## config.mk

```make
export PLATFORM = sky130hd
export DESIGN_NAME = hdc_feature_window
export DESIGN_NICKNAME = d
export VERILOG_FILES = /design/src/rtl/hdc_feature_window.sv
export SDC_FILE = /design/constraint.sdc
export NUM_CORES = 1
export LEC_CHECK = 0
export ABC_CLOCK_PERIOD_IN_PS = 2300
export CAP_MARGIN = 15
export CELL_PAD_IN_SITES_DETAIL_PLACEMENT = 1
export CELL_PAD_IN_SITES_GLOBAL_PLACEMENT = 2
export CORE_MARGIN = 2
export CORE_UTILIZATION = 25
export DETAILED_ROUTE_END_ITERATION = 12
export PLACE_DENSITY = 0.79
export SKIP_CTS_REPAIR_TIMING = 1
export SKIP_LAST_GASP = 1
export SYNTH_ARGS = -nofsm -noshare
export SYNTH_HDL_FRONTEND = slang
export SYNTH_SLANG_ARGS = --single-unit
```

## constraint.sdc

```tcl
create_clock -name clk -period 2.3 [get_ports clk]
set_input_delay 0.46 -clock clk [delete_from_list [all_inputs] [get_ports clk]]
set_output_delay 0.46 -clock clk [all_outputs]
set_load 0.03 [all_outputs]
```

## src/rtl/hdc_feature_window.sv

```systemverilog
// hdc_feature_window
//
// Upstream stage of the HDC sensor-fusion core. Accepts one feature vector per
// handshake and presents the three-sample sliding window
// {F[n], F[n-1], F[n-2]} (newest in the MSBs) to the fusion core. The two
// older slots are zero-filled for the first two windows of a session.
//
// Ports:
//   clk            single clock, rising edge
//   rst            synchronous active-high reset
//   feature_in     newest sample vector (FEAT_W bits)
//   feature_valid  feature_in is valid
//   feature_ready  block can accept feature_in this cycle
//   session_clear  synchronous flush of history, pending window and counter
//   features_top   {newest, previous, oldest} window (3*FEAT_W bits)
//   fin_valid      features_top holds an undelivered window
//   fin_ready      fusion core accepts the window
//   window_warm    all three slots of the presented window are real samples
//   window_count   windows delivered since reset/clear, saturating

`ifndef TOTAL_NUM_CHANNEL
`define TOTAL_NUM_CHANNEL 4
`endif
`ifndef CHANNEL_WIDTH
`define CHANNEL_WIDTH 8
`endif

module hdc_feature_window #(
    parameter int TOTAL_NUM_CHANNEL = `TOTAL_NUM_CHANNEL,
    parameter int CHANNEL_WIDTH     = `CHANNEL_WIDTH,
    parameter int COUNT_WIDTH       = 16,
    localparam int FEAT_W           = TOTAL_NUM_CHANNEL * CHANNEL_WIDTH
) (
    input  logic                    clk,
    input  logic                    rst,
    input  logic [FEAT_W-1:0]       feature_in,
    input  logic                    feature_valid,
    output logic                    feature_ready,
    input  logic                    session_clear,
    output logic [3*FEAT_W-1:0]     features_top,
    output logic                    fin_valid,
    input  logic                    fin_ready,
    output logic                    window_warm,
    output logic [COUNT_WIDTH-1:0]  window_count
);

    localparam logic [1:0] FILL_FULL = 2'd2;

    logic [FEAT_W-1:0]      h1_q, h1_d;
    logic [FEAT_W-1:0]      h2_q, h2_d;
    logic [1:0]             fill_q, fill_d;
    logic [3*FEAT_W-1:0]    top_q, top_d;
    logic                   valid_q, valid_d;
    logic                   warm_q, warm_d;
    logic [COUNT_WIDTH-1:0] count_q, count_d;

    logic                   accept;
    logic                   deliver;
    logic [3*FEAT_W-1:0]    window_next;

    // Slot 2 is the incoming sample, slot 1 the last accepted one, slot 0 the
    // one before; slot index maps directly onto the packed window position.
    logic [FEAT_W-1:0] slot [3];
    assign slot[2] = feature_in;
    assign slot[1] = h1_q;
    assign slot[0] = h2_q;

    generate
        for (genvar gi = 0; gi < 3; gi++) begin : g_pack
            assign window_next[gi*FEAT_W +: FEAT_W] = slot[gi];
        end
    endgenerate

    // Single pipeline register with pass-through ready: a stalled window blocks
    // new input, but a window being delivered this cycle can be replaced.
    assign feature_ready = ~rst & ~session_clear & (~valid_q | fin_ready);
    assign accept        = feature_valid & feature_ready;
    assign deliver       = valid_q & fin_ready;

    always_comb begin
        h1_d    = h1_q;
        h2_d    = h2_q;
        fill_d  = fill_q;
        top_d   = top_q;
        valid_d = valid_q;
        warm_d  = warm_q;
        count_d = count_q;

        if (accept) begin
            top_d   = window_next;
            h2_d    = h1_q;
            h1_d    = feature_in;
            warm_d  = (fill_q == FILL_FULL);
            fill_d  = (fill_q == FILL_FULL) ? FILL_FULL : fill_q + 2'd1;
            valid_d = 1'b1;
        end else if (deliver) begin
            valid_d = 1'b0;
        end

        if (deliver && !(&count_q)) begin
            count_d = count_q + 1'b1;
        end

        // Clear wins over any handshake in the same cycle; a pending window is
        // dropped without being counted.
        if (session_clear) begin
            h1_d    = '0;
            h2_d    = '0;
            fill_d  = '0;
            top_d   = '0;
            valid_d = 1'b0;
            warm_d  = 1'b0;
            count_d = '0;
        end
    end

    always_ff @(posedge clk) begin
        if (rst) begin
            h1_q    <= '0;
            h2_q    <= '0;
            fill_q  <= '0;
            top_q   <= '0;
            valid_q <= 1'b0;
            warm_q  <= 1'b0;
            count_q <= '0;
        end else begin
            h1_q    <= h1_d;
            h2_q    <= h2_d;
            fill_q  <= fill_d;
            top_q   <= top_d;
            valid_q <= valid_d;
            warm_q  <= warm_d;
            count_q <= count_d;
        end
    end

    assign features_top = top_q;
    assign fin_valid    = valid_q;
    assign window_warm  = warm_q;
    assign window_count = count_q;

endmodule

```

==> results of run 1 <==
==> sequential cells by signal (all words and copies together) (netlist names) <==
name and cells:
features_top 33, fill_q 2, window_count 16, window_warm 1
h2_q 31, fin_valid 1, h1_q 32
==> metal layers <==
| layer | GRT usage, % | share of wire, % |
|---|---|---|
| met5 | 0 | 0 |
| met4 | 6.08 | 1.3 |
| met3 | 4.40 | 6.1 |
| met2 | 24.0 | 46 |
| met1 | 18.3 | 46 |
==> power by group through the flow <==
| stage | registers, mW | clock network, mW | logic [mW] |
|---|---|---|---|
| global route | 2.07 | 3.03 | 0.360 |
| finish | 2.07 | 2.86 | 0.334 |
| floorplan | 2.16 | 0 | 0.102 |
| detailed placement | 2.11 | 0 | 0.338 |
| CTS | 2.07 | 2.93 | 0.340 |
| global placement | 2.11 | 0 | 0.334 |
==> Yosys cell counts, types with 4 or more instances <==
cell      number
or3_1          6
or4_1          6
a21oi_1        6
and3_1         4
nand2_1      203
buf_2         12
clkbuf_1      14
buf_1          7
o31ai_1        8
o21ai_1        5
dfxtp_1      116
a21oi_2        7
nand3_1      104
nor2_1         5
==> through the flow <==
stage                     utilization [%]  power [mW]
final                                39.7        5.26
after global routing                 39.7        5.46
after floorplan                         -        2.27
after CTS                            39.7        5.34
after detailed placement             36.0        2.45
after global placement               36.0        2.44
==> cell type report <==
type                       instances  area (sq um)  share of cell area [%]
tap                              225           282                    4.13
timing repair buffer             164          1680                    24.7
inverter                           3          11.3                   0.165
clock inverter                    14           201                    2.95
multi-input combinational        382          1880                    27.6
sequential                       116          2320                    34.1
clock buffer                      18           439                    6.44
==> logic make-up (layout without fill, tap and decap cells) <==
kind of cell    after synthesis  after routing  share of synthesized area [%]
fa+ha+maj                     3              3                          0.862
compound gates               33             33                           6.21
xor+xnor                      1              1                          0.201
buf+inv                      38            199                           3.97
flops                       116            116                           53.3
simple gates                345            345                           35.4
==> worst max-delay path by stage <==
stage,startpoint,endpoint,slack (ns),cells past startpoint
6_report,window_count[11],window_count[11],0.23,1
5_1_grt,window_count[0],window_count[2],0.13,6
4_1_cts,window_count[11],window_count[11],0.20,1
3_5_place_dp,fin_ready,window_count[2],0.11,6
3_3_place_gp,fin_ready,window_count[9],0.15,5
2_1_floorplan,session_clear,feature_ready,0.19,4
==> results.py, run 1 <==
metrics = {
    "min_path": {
        "hold_start": "features_top[23]",
        "holdPathStages": 2,
        "hold_path_end": "features_top[23]",
        "min_path_type": "reg -> reg",
    },
    "timing": {
        "setup_ws_ns": 0.232,
        "fmax_mhz": 483,
        "skew_ns": 0.00703,
        "setup_viol_count_final": 0,
        "fin_crit_sh_pct": 89.9,
        "drv_slew": 0,
        "report.final.hold_viol_count": 0,
        "min_period_ns": 2.07,
        "relSlewSlack_pct": 53.8,
        "fin_hold_ws_ns": 0.451,
        "tns_ns": 0,
        "worstMarginPinSlew_ns": 0.690,
        "grt_setup_unrepaired": "no",
    },
    "synthesis": {
        "ys_seq_area_share_pct": 53.3,
        "yosys_warnings": 0,
        "synth_top_area_share_pct": 53.3,
        "synth_area_leaders": "dfxtp_1 53%, nand2_1 18%, nand3_1 12%, a21oi_2 1.4%, buf_2 1.4%",
        "syn_nets": 576,
        "ys_ff_latch": 116,
        "yosys.area.top_type": "dfxtp_1",
        "yosys_most_used_dff": "dfxtp_1",
        "syn-instance-count": 536,
        "syn_area_sq_mm": 0.00435,
        "synth_edf_count": 0,
        "synth.distinct_cells": 37,
        "synth.avg_cell_area_sq_um": 8.12,
        "synthArstFlopShare_pct": 0,
    },
    "clocking": {
        "clockBufferDepth": 2,
        "clock_sinks": 116,
        "numCtsBuffers": 17,
        "cts_tree": "yes",
        "cts-root-buf": "clkbuf_16",
        "clkTransAtPathRegs_ns": 0.06,
        "cts_max_level": 4,
        "insertion_delay_ns": 0.41,
    },
    "routing": {
        "drtAntennaViolNets": 0,
        "drt_iter0_markers": 156,
        "drc": 0,
        "via_count": 4240,
        "first_pass_iters": 4,
        "drt_wl_total_um": 13500,
        "wl_per_cell_um": 14.6,
        "via_per_inst": 4.60,
    },
    "final_layout": {
        "final_cell_mix": "203 x nand2_1, 150 x clkdlybuf4s50_1, 116 x dfxtp_1, 103 x nand3_1, 17 x clkbuf_16",
        "drive_above_1_share_pct": 9.76,
        "area_growth_pct": 56.6,
        "finalNetCount": 724,
        "instances_no_fill": 922,
        "n_antenna_cell": 0,
        "final_common_cell": "nand2_1",
        "fill_cells": 2010,
        "fin_area_sq_mm": 0.00682,
    },
    "setup_path": {
        "crit_type": "reg -> out",
        "crit_buf_inv": 1,
        "ff2ff_path_depth": 6,
        "cp_cell_sequence": "clkdlybuf4s50_1",
        "reg2reg_to": "window_count[2]",
        "start_kind": "flip-flop",
        "worstPathMaxFanout": 7,
        "max_stage_delay_ns": 0.73,
        "cpMaxStageDelayCell": "clkdlybuf4s50_1",
        "critPathRequiredTime_ns": 1.84,
        "r2r_slack_ns": 0.29,
        "r2r-start": "window_count[1]",
        "cp_top_family": "buffers and inverters",
        "end_kind": "output pin",
        "cp_data_arrival_time_ns": 1.61,
    },
    "pwr": {
        "p_switching_mw": 1.22,
        "combPwrFrac_pct": 6.4,
        "p_int_mw": 4.04,
        "power_frac_clock_pct": 54.3,
        "p_leak_nw": 2.81,
        "swShare_pct": 23.1,
        "peakVddDrop_mv": 0.467,
        "seqPwrFrac_pct": 39.3,
        "power.density_mw_per_mm2": 771,
    },
    "placement": {
        "place_area_sq_mm": 0.00618,
        "numPortBuffers": 151,
        "gp_congestion": 0.752,
        "place_ws_ns": 0.106,
        "dp.cells": 890,
        "place_hpwl_um": 9410,
    },
    "global_route": {
        "antenna_found_initial": 0,
        "grt.total_usage_pct": 14.8,
        "grt_pass1_vias": 4196,
        "grt_overflow": 0,
        "grt_max_degree": 65,
        "grt_pass1_wl_um": 21500,
    },
    "floorplanning": {
        "core_sq_mm": 0.0172,
        "die_area_sq_mm": 0.0185,
        "rows": 48,
        "start_util_pct": 25.3,
        "die_y_um": 136,
        "die_x_um": 136,
        "ios": 152,
    },
    "run_status": {
        "status": "finished, final reports clean",
    },
    "run": {
        "maxCapViolations": 0,
    },
}
(Power assumes the default switching activity.)
==> inputs of run 2 (changes only) <==
Settings changed: CORE_UTILIZATION 25 to 26, CTS_BUF_LIST set to sky130_fd_sc_hd__clkbuf_8, PLACE_DENSITY 0.79 to 0.82.
==> results.py, run 2 (synthesis results as in run 1) <==
metrics = {
    "global_route": {
        "grt_pass1_wl_um": 22600,
        "antenna_found_initial": 1,
        "grt_max_degree": 98,
        "grt_pass1_vias": 4333,
        "grt.total_usage_pct": 15.7,
        "grt_overflow": 0,
    },
    "clocking": {
        "clock_sinks": 116,
        "cts_max_level": 4,
        "numCtsBuffers": 17,
        "cts-root-buf": "clkbuf_8",
        "clkTransAtPathRegs_ns": 0.08,
        "insertion_delay_ns": 0.44,
        "cts_tree": "yes",
        "clockBufferDepth": 2,
    },
    "floorplanning": {
        "ios": 152,
        "rows": 47,
        "die_y_um": 133,
        "core_sq_mm": 0.0165,
        "start_util_pct": 26.4,
        "die_x_um": 133,
        "die_area_sq_mm": 0.0178,
    },
    "pwr": {
        "p_switching_mw": 1.11,
        "power.density_mw_per_mm2": 660,
        "swShare_pct": 25.3,
        "seqPwrFrac_pct": 47.2,
        "combPwrFrac_pct": 7.7,
        "p_leak_nw": 2.73,
        "p_int_mw": 3.27,
        "peakVddDrop_mv": 0.293,
        "power_frac_clock_pct": 45.0,
    },
    "placement": {
        "dp.cells": 886,
        "gp_congestion": 0.747,
        "place_hpwl_um": 9600,
        "numPortBuffers": 151,
        "place_ws_ns": 0.0920,
    },
    "routing": {
        "drc": 0,
        "drt_wl_total_um": 13400,
        "wl_per_cell_um": 14.6,
        "first_pass_iters": 4,
        "via_count": 4189,
        "drtAntennaViolNets": 0,
        "via_per_inst": 4.56,
        "drt_iter0_markers": 131,
    },
    "setup_path": {
        "max_stage_delay_ns": 0.72,
        "crit_buf_inv": 1,
        "cp-endpoint": "window_count[2]",
        "cp_top_family": "buffers and inverters",
        "cp_data_arrival_time_ns": 1.62,
        "cp.depth": 1,
        "r2r-start": "window_count[0]",
        "reg2reg_to": "window_count[2]",
        "cp_cell_sequence": "clkdlybuf4s50_1",
        "end_kind": "output pin",
        "cpMaxStageDelayCell": "clkdlybuf4s50_1",
        "critPathRequiredTime_ns": 1.84,
        "crit_type": "reg -> out",
        "cp-startpoint": "window_count[2]",
        "ff2ff_path_depth": 6,
        "r2r_slack_ns": 0.29,
        "start_kind": "flip-flop",
        "worstPathMaxFanout": 7,
    },
    "run": {
        "maxCapViolations": 0,
    },
    "final_layout": {
        "post-route-util_pct": 40.2,
        "final_cell_mix": "203 x nand2_1, 150 x clkdlybuf4s50_1, 116 x dfxtp_1, 103 x nand3_1, 17 x clkbuf_8",
        "finalNetCount": 725,
        "instances_no_fill": 919,
        "final_common_cell": "nand2_1",
        "area_growth_pct": 52.1,
        "largest_register_ffs": 33,
        "drive_above_1_share_pct": 9.89,
    },
    "timing": {
        "skew_ns": 0.0133,
        "fmax_mhz": 481,
        "drv_slew": 0,
        "fin_crit_sh_pct": 90.4,
        "worstMarginPinSlew_ns": 0.657,
        "tns_ns": 0,
        "grt_setup_unrepaired": "no",
        "relSlewSlack_pct": 56.1,
        "setup_ws_ns": 0.221,
        "report.final.hold_viol_count": 0,
        "min_period_ns": 2.08,
        "setup_viol_count_final": 0,
    },
    "min_path": {
        "holdPathStages": 2,
        "hold_start": "h1_q[17]",
        "min_path_type": "reg -> reg",
    },
    "run_status": {
        "status": "finished, final reports clean",
    },
}
==> run 2: worst min-delay path by stage <==
stage / to
finish: h2_q[17]
detailed placement: features_top[2]
CTS: h2_q[17]
floorplan: fill_q[1]
global placement: features_top[19]
global route: h2_q[21]
==> run 2: cell type report <==
class                      instances  area [sq um]
antenna                            1          2.50
timing repair buffer             165          1710
inverter                           3          11.3
fill                            1938          9840
sequential                       116          2320
multi-input combinational        382          1880
clock buffer                      17           234
clock inverter                    15           181
tap                              220           275
==> run 2: metrics by stage <==
step	total power, mW	area [sq um]	hold slack [ns]
floorplan	2.27	4350	0.469
global placement	2.45	6200	0.441
detailed placement	2.45	6200	0.446
CTS	4.46	6620	0.457
global route	4.58	6620	0.478
finish	4.37	6620	0.449
==> run 2: worst reg2reg max path: cells and delay by family, from the launching register on <==
kind	cells	cell delay (ns)
and+or+nand+nor	2	0.32
buffers and inverters	1	0.26
DFF	1	0.34
adders and majority gates	1	0.19
AOI/OAI and AO/OA	2	0.78
==> run 2: power by group through the flow <==
| stage | Clock [mW] | Combinational, mW | Sequential (mW) |
|---|---|---|---|
| 2_1_floorplan | 0 | 0.102 | 2.16 |
| 3_3_place_gp | 0 | 0.339 | 2.11 |
| 3_5_place_dp | 0 | 0.343 | 2.11 |
| 4_1_cts | 2.05 | 0.345 | 2.06 |
| 5_1_grt | 2.15 | 0.365 | 2.07 |
| 6_report | 1.97 | 0.339 | 2.06 |
==> run 2: metal layers <==
| layer | up-vias | global-route usage (%) | wire length (um) |
|---|---|---|---|
| li1 | 2094 | - | - |
| met1 | 1968 | 20.1 | 6220 |
| met2 | 114 | 25.0 | 6240 |
| met3 | 13 | 5.10 | 813 |
| met4 | 0 | 5.50 | 170 |
| met5 | - | 0 | 0 |
==> edit, RTL diff (settings of run 2) <==
Change the parameter `COUNT_WIDTH` from 16 to 32.
--- a/src/rtl/hdc_feature_window.sv
+++ b/src/rtl/hdc_feature_window.sv
@@ -30,3 +30,3 @@
     parameter int CHANNEL_WIDTH     = `CHANNEL_WIDTH,
-    parameter int COUNT_WIDTH       = 16,
+    parameter int COUNT_WIDTH       = 32,
     localparam int FEAT_W           = TOTAL_NUM_CHANNEL * CHANNEL_WIDTH
Ports: changed (resized window_count); port bits go from 152 to 168. The function was not compared with the original's and may differ.
==> edit against run 2 <==
- routed wire length up 23%
- synthesized area up 16%
- sequential cell count up 16
- via count up 19%
- clock skew down 0.00091 ns
- worst setup slack worse by 0.16 ns
- power up 7.1%
- first-iteration DRC count up 50%
- sequential share of layout area down 0.51 points
- final area up 16%
- critical path type is now in -> reg
- largest power group unchanged
==> edit: results (changes against run 2) <==
Logic synthesis
  • Netlist cell types: 36 (-2.7%)
  • Syn_nets: 674 (+17%)
  • Post-synth top cells: nand2_1, dfxtp_1, nand3_1, nor2_1, clkbuf_1
  • Area contributors post-synth: dfxtp_1, nand2_1, nand3_1
  • Mean post-synth cell area: 7.97 sq um (-1.8%)
  • Sequential-to-total area share from yosys stat: 52.3% (-1.1 points)

Setup path
  • CP startpoint: fin_ready
  • Critical-path top delay cell: or4b_1
  • Highest fanout seen on the critical path: 6 (-1)
  • Top delay family on crit path: simple AND/OR/NAND/NOR gates
  • Critical path type: in -> reg
  • Crit path DAT: 2.60 ns (+0.98 ns)
  • Delay of the slowest cell on the worst path: 0.53 ns (-0.19 ns)
  • Critical R2R Launch: window_count[1]

Detailed routing
  • DRT Pass-1 Iters: 4 (unchanged)
  • Post-Route WL: 16.6 mm (+23%)
  • Initial DRC Count: 196 (+50%)
  • DR WL met2: 8.25 mm (+32%)
  • Detail Route met3 WL: 731 um (-10%)

Layout
  • Inverters: 7 (+4)
  • Seq cells: 132 (+14%)
  • Fillers: 2232 (+15%)
  • Clkbuf count: 18 (+1)
  • N_diodes: 0 (-1)
  • Non-clock buffers: 207 (+25%)
  • Ratio of cells with drive above 1 in the final layout: 12.6% (+2.7 points)
  • Multi-input gate area: 2260 sq um (+20%)
  • Nets: 859 (+18%)
  • #MultiIn Comb: 454 (+19%)

Power
  • Max VDD drop: 0.000297 V (+1.3%)
  • Leak: 3.16 nW (+16%)

Global route
  • Initial antenna violation count: 0 (-1)
  • Largest net degree at the start of global routing: 71 (-28%)
  • Vias in the first global route: 5098 (+18%)
  • Met1 GRT Util: 19.3% (-0.78 points)
  • GRT Total Usage: 16.1% (+0.43 points)
  • First-pass GRT wire length: 26.3 mm (+17%)

Floorplanning
  • Die Area: 20600 sq um (+16%)

Min path
  • Worst hold-check path type: reg -> reg
  • Hold wc startpoint: h2_q[0]

Place
  • DP HPWL: 11.8 mm (+23%)
  • Number of I/O port buffers: 167 (+11%)
  • GP Congestion: 0.822 (+10%)
  • Post-DP Area: 7300 sq um (+18%)
  • Dpl ws: -0.382 ns (-0.474 ns)

STA
  • Worst Max-Slew Pin Slew: 0.554 ns (-0.103 ns)
  • Clock skew: 0.0124 ns (-0.000912 ns)

Status
  • Status: finished, final reports clean
## edit: changes by cell type in the layout (fill, tap and decap cells not counted), sizes merged, moves of 9 or more
cell / change
inv: +9
nand2: +13
buf: +26
dfxtp: +16
clkdlybuf4s50: +16
nor2: +27
xnor2: +15
## edit: kinds of logic (layout without fill, tap and decap cells)
kind of cell               after synthesis  count (layout)  synth area share [%]
xor gates and xnor gates                16              16                  2.77
muxes                                    1               1                 0.198
adders and majority gates                3               3                 0.743
AOI/OAI and AO/OA                       42              42                  5.99
and+or+nand+nor                        392             392                  34.4
buffers and inverters                   48             246                  3.59
DFF                                    132             132                  52.3
## edit: final timing paths
kind | endpoint | slack (ns) | depth (start not counted)
setup / recovery | window_count[31] | 0.06 | 6
hold / removal | features_top[0] | 0.45 | 2
setup reg to reg | window_count[31] | 0.14 | 5
hold reg to reg | features_top[0] | 0.45 | 2
## edit: power by group
part	internal (mW)	switching [mW]	leakage, nW
Sequential	2.31	0.0238	1.07
Clock	1.01	0.992	0.210
Combinational	0.144	0.198	1.88
